--- src/rtl/c432_chan_scheduler.sv ---
// ----------------------------------------------------------------------------
// c432_chan_scheduler
//
// Request scheduler for the 27-channel c432 priority path: three groups
// (A, B, C) of nine channels each. One 9-bit enable mask applies to all three
// groups. Request pulses are latched into pending registers. One channel at a
// time wins arbitration and is offered to the service logic on a valid/ack
// handshake.
//
// Priority is starved C > starved B > A > B > C. Within a group the lowest
// eligible index wins. B and C each have a counter of accepted grants made to
// higher groups while they waited. When a counter reaches STARVE_LIMIT, that
// group is promoted.
//
// Ports
//   clk          rising-edge clock
//   rst_n        asynchronous active-low reset
//   e_mask[8:0]  channel enable; bit i qualifies A[i], B[i] and C[i]
//   a_req[8:0]   group A request bits, sampled on every edge
//   b_req[8:0]   group B request bits
//   c_req[8:0]   group C request bits
//   grant_ack    consumer accepts the current grant (ignored unless valid)
//   grant_valid  grant_group / grant_chan are valid and held stable
//   grant_group  01=A 10=B 11=C 00=none
//   grant_chan   granted channel index 0..8
//   timeout_err  one-cycle pulse when a grant is withdrawn for lack of ack
//   busy         FSM is in ARB or GRANT
// ----------------------------------------------------------------------------
module c432_chan_scheduler #(
    parameter int STARVE_LIMIT = 4,
    parameter int ACK_TIMEOUT  = 16
) (
    input  logic       clk,
    input  logic       rst_n,
    input  logic [8:0] e_mask,
    input  logic [8:0] a_req,
    input  logic [8:0] b_req,
    input  logic [8:0] c_req,
    input  logic       grant_ack,
    output logic       grant_valid,
    output logic [1:0] grant_group,
    output logic [3:0] grant_chan,
    output logic       timeout_err,
    output logic       busy
);

    localparam int SW = (STARVE_LIMIT > 0) ? $clog2(STARVE_LIMIT + 1) : 1;
    // The timer only has to reach ACK_TIMEOUT-1.
    localparam int TW = (ACK_TIMEOUT > 1) ? $clog2(ACK_TIMEOUT) : 1;

    localparam logic [SW-1:0] SL      = SW'(STARVE_LIMIT);
    localparam logic [TW-1:0] TO_LAST = (ACK_TIMEOUT > 0) ? TW'(ACK_TIMEOUT - 1) : {TW{1'b0}};
    localparam bit            STARVE_ON  = (STARVE_LIMIT != 0);
    localparam bit            TIMEOUT_ON = (ACK_TIMEOUT != 0);

    localparam logic [1:0] GRP_NONE = 2'b00;
    localparam logic [1:0] GRP_A    = 2'b01;
    localparam logic [1:0] GRP_B    = 2'b10;
    localparam logic [1:0] GRP_C    = 2'b11;

    typedef enum logic [1:0] {
        S_IDLE  = 2'd0,
        S_ARB   = 2'd1,
        S_GRANT = 2'd2
    } state_t;

    state_t        state_r, state_nxt;
    logic [8:0]    pa_r, pb_r, pc_r;
    logic [8:0]    pa_nxt, pb_nxt, pc_nxt;
    logic [8:0]    clr_a_s, clr_b_s, clr_c_s;
    logic [SW-1:0] sc_b_r, sc_c_r, sc_b_nxt, sc_c_nxt;
    logic [TW-1:0] timer_r, timer_nxt;
    logic          grant_valid_r, grant_valid_nxt;
    logic [1:0]    grant_group_r, grant_group_nxt;
    logic [3:0]    grant_chan_r, grant_chan_nxt;
    logic          timeout_err_r, timeout_err_nxt;
    logic          busy_r;

    logic [8:0]    elig_a_s, elig_b_s, elig_c_s;
    logic          any_a_s, any_b_s, any_c_s, any_elig_s;
    logic          starved_b_s, starved_c_s;
    logic          win_valid_s;
    logic [1:0]    win_group_s;
    logic [3:0]    win_chan_s;
    logic [8:0]    gnt_onehot_s;

    // Returns the index of the lowest set bit; 0 when the vector is empty.
    function automatic logic [3:0] lowest_idx(input logic [8:0] v);
        logic [3:0] idx;
        idx = 4'd0;
        for (int i = 8; i >= 0; i--) begin
            if (v[i]) begin
                idx = 4'(i);
            end else begin
                idx = idx;
            end
        end
        return idx;
    endfunction

    // Increments a starve counter and saturates it at STARVE_LIMIT.
    function automatic logic [SW-1:0] sat_inc(input logic [SW-1:0] v);
        logic [SW-1:0] r;
        if (v >= SL) begin
            r = SL;
        end else begin
            r = v + {{(SW-1){1'b0}}, 1'b1};
        end
        return r;
    endfunction

    // Masked pending bits stay in the pending registers; they are only hidden here.
    assign elig_a_s   = pa_r & e_mask;
    assign elig_b_s   = pb_r & e_mask;
    assign elig_c_s   = pc_r & e_mask;
    assign any_a_s    = |elig_a_s;
    assign any_b_s    = |elig_b_s;
    assign any_c_s    = |elig_c_s;
    assign any_elig_s = any_a_s | any_b_s | any_c_s;

    assign starved_b_s = STARVE_ON && (sc_b_r == SL);
    assign starved_c_s = STARVE_ON && (sc_c_r == SL);

    assign gnt_onehot_s = 9'b000000001 << grant_chan_r;

    // Winner selection: starved C, then starved B, then plain A > B > C.
    always_comb begin
        win_valid_s = 1'b1;
        win_group_s = GRP_NONE;
        win_chan_s  = 4'd0;
        if (starved_c_s && any_c_s) begin
            win_group_s = GRP_C;
            win_chan_s  = lowest_idx(elig_c_s);
        end else if (starved_b_s && any_b_s) begin
            win_group_s = GRP_B;
            win_chan_s  = lowest_idx(elig_b_s);
        end else if (any_a_s) begin
            win_group_s = GRP_A;
            win_chan_s  = lowest_idx(elig_a_s);
        end else if (any_b_s) begin
            win_group_s = GRP_B;
            win_chan_s  = lowest_idx(elig_b_s);
        end else if (any_c_s) begin
            win_group_s = GRP_C;
            win_chan_s  = lowest_idx(elig_c_s);
        end else begin
            win_valid_s = 1'b0;
        end
    end

    // Next state, next grant outputs, pending-clear vectors and starve counter updates.
    always_comb begin
        state_nxt       = state_r;
        grant_valid_nxt = grant_valid_r;
        grant_group_nxt = grant_group_r;
        grant_chan_nxt  = grant_chan_r;
        timer_nxt       = timer_r;
        timeout_err_nxt = 1'b0;
        sc_b_nxt        = sc_b_r;
        sc_c_nxt        = sc_c_r;
        clr_a_s         = 9'd0;
        clr_b_s         = 9'd0;
        clr_c_s         = 9'd0;
        case (state_r)
            S_IDLE: begin
                grant_valid_nxt = 1'b0;
                grant_group_nxt = GRP_NONE;
                grant_chan_nxt  = 4'd0;
                if (any_elig_s) begin
                    state_nxt = S_ARB;
                end else begin
                    state_nxt = S_IDLE;
                end
            end
            S_ARB: begin
                // The mask may have changed since IDLE; an empty set means no grant.
                if (win_valid_s) begin
                    state_nxt       = S_GRANT;
                    grant_valid_nxt = 1'b1;
                    grant_group_nxt = win_group_s;
                    grant_chan_nxt  = win_chan_s;
                    timer_nxt       = {TW{1'b0}};
                end else begin
                    state_nxt = S_IDLE;
                end
            end
            S_GRANT: begin
                if (grant_ack) begin
                    state_nxt       = S_IDLE;
                    grant_valid_nxt = 1'b0;
                    grant_group_nxt = GRP_NONE;
                    grant_chan_nxt  = 4'd0;
                    case (grant_group_r)
                        GRP_A: begin
                            clr_a_s = gnt_onehot_s;
                            if (any_b_s) begin
                                sc_b_nxt = sat_inc(sc_b_r);
                            end else begin
                                sc_b_nxt = sc_b_r;
                            end
                            if (any_c_s) begin
                                sc_c_nxt = sat_inc(sc_c_r);
                            end else begin
                                sc_c_nxt = sc_c_r;
                            end
                        end
                        GRP_B: begin
                            clr_b_s  = gnt_onehot_s;
                            sc_b_nxt = {SW{1'b0}};
                            if (any_c_s) begin
                                sc_c_nxt = sat_inc(sc_c_r);
                            end else begin
                                sc_c_nxt = sc_c_r;
                            end
                        end
                        GRP_C: begin
                            clr_c_s  = gnt_onehot_s;
                            sc_c_nxt = {SW{1'b0}};
                        end
                        default: begin
                            clr_a_s = 9'd0;
                        end
                    endcase
                end else if (TIMEOUT_ON && (timer_r == TO_LAST)) begin
                    // Withdraw the grant but keep the pending bit for a retry.
                    state_nxt       = S_IDLE;
                    grant_valid_nxt = 1'b0;
                    grant_group_nxt = GRP_NONE;
                    grant_chan_nxt  = 4'd0;
                    timeout_err_nxt = 1'b1;
                end else if (TIMEOUT_ON) begin
                    timer_nxt = timer_r + {{(TW-1){1'b0}}, 1'b1};
                end else begin
                    timer_nxt = timer_r;
                end
            end
            default: begin
                state_nxt       = S_IDLE;
                grant_valid_nxt = 1'b0;
                grant_group_nxt = GRP_NONE;
                grant_chan_nxt  = 4'd0;
            end
        endcase
    end

    // A request on the same edge as the clear wins, so a re-request is never lost.
    assign pa_nxt = (pa_r & ~clr_a_s) | a_req;
    assign pb_nxt = (pb_r & ~clr_b_s) | b_req;
    assign pc_nxt = (pc_r & ~clr_c_s) | c_req;

    // State, pending, counter and registered output flops.
    always_ff @(posedge clk or negedge rst_n) begin
        if (!rst_n) begin
            state_r       <= S_IDLE;
            pa_r          <= 9'd0;
            pb_r          <= 9'd0;
            pc_r          <= 9'd0;
            sc_b_r        <= {SW{1'b0}};
            sc_c_r        <= {SW{1'b0}};
            timer_r       <= {TW{1'b0}};
            grant_valid_r <= 1'b0;
            grant_group_r <= GRP_NONE;
            grant_chan_r  <= 4'd0;
            timeout_err_r <= 1'b0;
            busy_r        <= 1'b0;
        end else begin
            state_r       <= state_nxt;
            pa_r          <= pa_nxt;
            pb_r          <= pb_nxt;
            pc_r          <= pc_nxt;
            sc_b_r        <= sc_b_nxt;
            sc_c_r        <= sc_c_nxt;
            timer_r       <= timer_nxt;
            grant_valid_r <= grant_valid_nxt;
            grant_group_r <= grant_group_nxt;
            grant_chan_r  <= grant_chan_nxt;
            timeout_err_r <= timeout_err_nxt;
            busy_r        <= (state_nxt != S_IDLE);
        end
    end

    assign grant_valid = grant_valid_r;
    assign grant_group = grant_group_r;
    assign grant_chan  = grant_chan_r;
    assign timeout_err = timeout_err_r;
    assign busy        = busy_r;

endmodule

--- config.mk ---
export PLATFORM = sky130hd
export DESIGN_NAME = c432_chan_scheduler
export DESIGN_NICKNAME = d
export VERILOG_FILES = /design/src/rtl/c432_chan_scheduler.sv
export SDC_FILE = /design/constraint.sdc
export NUM_CORES = 1
export LEC_CHECK = 0
export BUFFER_PORTS_ARGS = -buffer_cell sky130_fd_sc_hd__buf_4
export CAP_MARGIN = 5
export CORE_MARGIN = 5
export CORE_UTILIZATION = 35
export DETAILED_ROUTE_END_ITERATION = 12
export GPL_ROUTABILITY_DRIVEN = 0
export GPL_TIMING_DRIVEN = 0
export SLEW_MARGIN = 20
export SYNTH_ARGS = -nofsm -noshare
export SYNTH_HDL_FRONTEND = slang
export SYNTH_SLANG_ARGS = --single-unit
--- constraint.sdc ---
create_clock -name clk -period 1.9 [get_ports clk]
set_clock_uncertainty 0.2 [all_clocks]
set_input_delay 0.38 -clock clk [delete_from_list [all_inputs] [get_ports clk]]
set_output_delay 0.38 -clock clk [all_outputs]
set_load 0.01 [all_outputs]
; Word-level counts from Yosys, hierarchy flattened
; Cells that the tools add are included.
[word_totals]
in_bits = 39
output_inout_bits = 9
register_bits = 48
[classes]
n_bitwise = 14
n_addsub = 3
magnitude_cmp = 2
reduce_logical = 15
shifts = 1
mux = 81
n_eq_ne = 14
[ops]
columns = cell, count
row1 = $mux W4, 38
row2 = $mux W9, 9
row3 = $and A9 B9 Y9, 6
row4 = $not A9 Y9, 3
row5 = $or A9 B9 Y9, 3
row6 = $reduce_or A9 Y1, 3
row7 = $mux W2, 11
row8 = $pmux W4 S2, 2
row9 = $mux W1, 12
row10 = $mux W3, 4
row11 = $pmux W3 S2, 2
row12 = $reduce_and A4 Y1, 3
row13 = $shl A1 B4 Y9 const A, 1
row14 = $ne A2 B2 Y1 const B, 4
row15 = $reduce_bool A2 Y1, 4
row16 = $add A3 B1 Y3 const B, 2
row17 = $eq A2 B2 Y1 const B, 3
row18 = $eq A3 B3 Y1 const B, 2
row19 = $ge A3 B3 Y1 const B, 2
row20 = $pmux W2 S3, 1
row21 = $add A4 B1 Y4 const B, 1
row22 = $eq A2 B1 Y1 const B, 2
row23 = $eq A4 B4 Y1 const B, 1
row24 = $pmux W2 S2, 1
row25 = 8 further kinds, 10

; Longest topological paths before layout
[logic_depth]
word_depth = 17
ltp_mapped = 8

; Worst setup path before layout
; OpenSTA, ideal clock, no wires.
[synth_timing]
kind = input-to-reg
from = input port e_mask[1]
to = register grant_chan_r[0] (netlist: grant_chan[0])
arrival_time_ns = 1.651
required_ns = 1.574
cell_stages = 7
slack_ns = -0.077
n_path_buf = 1
path_cell_list = buf_6 -> a22o_1 -> nor4_4 -> nand4_2 -> nor2b_4 -> a32oi_1 -> o21ai_1
[synth_via]
elab_chain_cells = 10
word_cells_on_any_way = 28
[synth_rtl]
columns = element, line_no
row1 = from (decl), 35  ; input logic [8:0] e_mask,
row2 = $and A9 B9 Y9, 115  ; assign elig_c_s = pc_r & e_mask;
row3 = $mux W4 (2 in series), 92  ; if (v[i]) begin
row4 = $mux W4, 143  ; end else if (any_c_s) begin
row5 = $mux W4, 140  ; end else if (any_b_s) begin
row6 = $mux W4, 137  ; end else if (any_a_s) begin
row7 = $mux W4, 134  ; end else if (starved_b_s && any_b_s) begin
row8 = $mux W4, 131  ; if (starved_c_s && any_c_s) begin
row9 = $mux W4, 177  ; if (win_valid_s) begin
row10 = $pmux W4 S2, 164  ; case (state_r)
row11 = to (signal assigned), 276  ; grant_chan_r <= grant_chan_nxt;
row12 = to (decl), 75  ; logic [3:0] grant_chan_r, grant_chan_nxt;
; Several ways; a longest one is shown, not always the timed one. The select of a mux whose other input is x is not followed.
; A chain may end at the register's enable or synchronous reset.

; Final worst setup path
[layout_timing]
from = register pa_r[4]
to = register grant_chan_r[2] (netlist: grant_chan[2])
[layout_via]
elab_chain_cells = 11
word_cells_on_any_way = 17
[layout_rtl]
columns = element, line_no
row1 = from (decl), 68  ; logic [8:0] pa_r, pb_r, pc_r;
row2 = from (signal assigned), 268  ; pa_r <= pa_nxt;
row3 = $and A9 B9 Y9 (*), 113  ; assign elig_a_s = pa_r & e_mask;
row4 = $mux W4 (5 in series), 92
row5 = $mux W4, 137
row6 = $mux W4, 134
row7 = $mux W4, 131
row8 = $mux W4, 177
row9 = $pmux W4 S2, 164
; Every way passes the cells marked *; elsewhere a longest branch is shown, timed or not. The select of a mux whose other input is x is not followed.

==> results by group <==
Synth
  – Syn Nets: between 300 and 400
  – Top post-synthesis cells by area: dfrtp_1, nand2_1, a21o_1
  – Synth Area in Adders: 3.54%
  – Primary FF master, synth: dfrtp_1
  – Synthesis Warnings: 0
  – Synth Register Bits: 48
  – Post-synthesis sequential area ratio: 42.5%
  – Largest family of logic cells by synthesized area: compound AO/OA/AOI/OAI gates
  – Post-synth EDFFs: 0
  – Async set-or-reset flop fraction in the synthesized netlist: 100%
  – Synth area leader: dfrtp_1
  – Post-Synth Simple-Gate Area: a little under a quarter
  – Syn Area/Cell: 9.39 µm²
  – Multiplexer share of the synthesized area: 0.354%
  – Distinct cells, synth: 59
  – Synth Area in XOR/XNOR: less than 1%
  – Synth Instances: 301
  – Top cell type's share of synthesized area: 42.5%
  – Complex-gate fraction of the synthesized area: 27.7%
  – Cell Area, Synth: 2830 µm²

Route
  – Vias: roughly 2,600
  – Final ANT Viol Nets: 0
  – DRC Markers: 0
  – Starting DRT DRC Count: 127
  – Drt total wl: 8160 µm
  – DR pass1 iterations: 4
  – Wire per inst: 16.9 µm
  – Vias/cell: roughly 5.4

Final layout
  – Commonest non-fill, non-tap cell in the layout: buf_4
  – Most frequent cells in the layout: buf_4, nand2_1, dfrtp_1
  – Fin area: approximately 3800 µm²
  – Antenna diodes: 0
  – Fraction of layout cells with a size suffix above 1: 34.3%
  – # nets final: 428
  – Synth-to-Final Area Change: 34.2%

Floorplanning
  – Initial core utilization: 36.2%
  – Die H: 99.9 µm
  – Placeable Area: between 7000 and 8000 µm²
  – Boundary Pins: between 40 and 50
  – Die width: 99.9 µm
  – Std-Cell Rows: 32
  – Die ar.: 9980 µm²

Placed design
  – DP Area: 3320 µm²
  – Post-DP HPWL: 5830 µm
  – I/O Buffers: 46

Clock tree
  – Sink Count: between 40 and 50
  – Htree depth: 2
  – Total CTS buffers: 5
  – Reg clk slew, reported paths: 90 ps
  – Longest Clk Path Bufs: 2
  – CTS tree: yes
  – Worst-Skew Late Latency: 310 ps
  – Root buf cell: clkbuf_8

Global route
  – Total global-route track usage: about 16%
  – Met1 Track Usage GR: 21.4%
  – GRT busiest layer: met2
  – Initial antenna violation count: 0
  – Largest net degree at the start of global routing: 49
  – Total grt overflow: 0
  – Grt met2 use: about a quarter
  – Global-route wire length before repair: approximately 13,000 µm
  – Met3 usage: under 10%
  – Number of global-route vias before repair: 2,620

Timing
  – Slew Limit Fails: 0
  – Hold Worst Slack: 41.6 ps
  – Final period utilization: 110%
  – Fin Setup TNS: -1270 ps
  – Setup violators final: 12
  – Max_slew headroom: 58.7%
  – Max Freq: approximately 0.48 GHz
  – Final Hold Viols: 0
  – Period minus WS final: 2090 ps
  – Setup slack after layout: -193 ps
  – RSZ-0062 raised after global routing: yes
  – Worst Tran Pin Value: a little over 600 ps

Setup path
  – Worst R2R Path Depth: 5
  – Reg2Reg Launch Point: pa_r[4]
  – Worst Path Max Fanout: 3
  – Setup CP Type: reg2reg
  – Worst Setup End Kind: flop
  – RR Endpoint: grant_chan[2]
  – Worst setup SP type: flop
  – Flop2flop setup slack: -190 ps
  – Req. time, crit path: approximately 1900 ps
  – Critical path arrival: 2090 ps

Worst hold path
  – Hold EP: pc_r[2]
  – Worst hold path type: in2reg
  – Hold Crit Start: c_req[2]
  – Worst hold path depth: 2

Run status
  – Status: finished, violations left
  – Failing checks: setup timing

Power
  – Reg power frac: 43.4%
  – Sw Ratio: between 30% and 40%
  – LEAKAGE: 1.57 nW
  – P_int: 0.00193 W
  – VDD IR-drop max: 0.277 mV
  – PwrDens: between 700 and 800 nW/µm²
  – Logic pwr share: a little over a third
  – Switching Power: 0.00108 W
  – Clock power share: 21.3%

Flow run
  – Max-cap viol count: 0
-- sequential cells by signal, indices dropped and copies added, names as in the netlist, 3 cells and up --
signal      flops
sc_b_r          3
pb_r            9
grant_chan      4
pa_r            9
pc_r            9
sc_c_r          3
timer_r         4
-- stage by stage --
stage	std cells	setup WS (ps)	power (W)	util, %
after floorplan	301	6.41	0.00184	-
after CTS	467	-169	0.00292	45.6
after global placement	449	-284	0.00218	42.5
final	484	-193	0.00301	48.6
after detailed placement	449	-290	0.00221	42.5
after global routing	484	-265	0.00320	48.6
-- critical path: stages, from the launching register on --
cell	delay, ps
dfrtp_1	430
a22o_4	280
buf_4	130
o311a_1	330
or3_1	380
a32o_1	230
-- layer usage --
metal / share of wire (%) / up-vias
met5: 0 / -
met4: 1.2 / 0
met3: 4.2 / 8
met2: 50 / 59
met1: 45 / 1259
li1: - / 1270
-- cell families after synthesis --
group,count (synthesis)
xor+xnor,2
compound gates,102
flops,48
simple gates,124
fa+ha+maj,8
mux,1
buf+inv,16
-- repair_timing --
action	4_1_cts	5_1_grt
hold endpoints to repair	48	0
buffers inserted	12	17
setup endpoints to repair	43	32
pin swaps	15	26
hold buffers	1	0
gates resized for setup	19	26
-- synth_stat cells (all sizes together) (2+ instances only) --
| library cell | n |
|---|---|
| a22o | 4 |
| nand2b | 12 |
| clkbuf | 3 |
| buf | 2 |
| a32o | 5 |
| o41ai | 2 |
| and2 | 4 |
| and3 | 5 |
| nor2 | 17 |
| nand3 | 3 |
| a211oi | 2 |
| a22oi | 12 |
| and4 | 3 |
| o21ai | 22 |
| a32oi | 2 |
| nand4 | 3 |
| a21oi | 11 |
| nor3 | 8 |
| a21o | 27 |
| nand2 | 58 |
| o22ai | 2 |
| nor4 | 3 |
| a222oi | 2 |
| ha | 8 |
| nor2b | 2 |
| dfrtp | 48 |
| inv | 11 |
| xnor2 | 2 |
-- final cells by class --
type                       count  area (µm²)
buffer                         2        16.3
clock buffer                   8        90.1
tap                          102         128
inverter                      11        41.3
sequential                    48        1200
timing repair buffer          76         588
multi-input combinational    237        1730
fill                         751        4010
-- how the worst max path moves through the flow --
stage                     startpoint       endpoint  slack [ps]  cells past startpoint
final                        pa_r[4]  grant_chan[2]        -190                      5
after global routing         pa_r[4]  grant_chan[0]        -270                      8
after CTS                    pa_r[6]  grant_chan[0]        -170                      6
after detailed placement   e_mask[2]  grant_chan[2]        -290                      7
after global placement     e_mask[2]  grant_chan[0]        -280                      7
after floorplan            e_mask[1]  grant_chan[2]           6                      6
-- power groups by stage --
stage               clock network, W  logic (W)  registers (W)
global placement                   0   0.000866        0.00131
global route                0.000696    0.00118        0.00133
finish                      0.000641    0.00106        0.00131
CTS                         0.000656   0.000959        0.00130
floorplan                          0   0.000550        0.00129
detailed placement                 0   0.000887        0.00132
No activity file was read; power rests on OpenSTA's default activity.
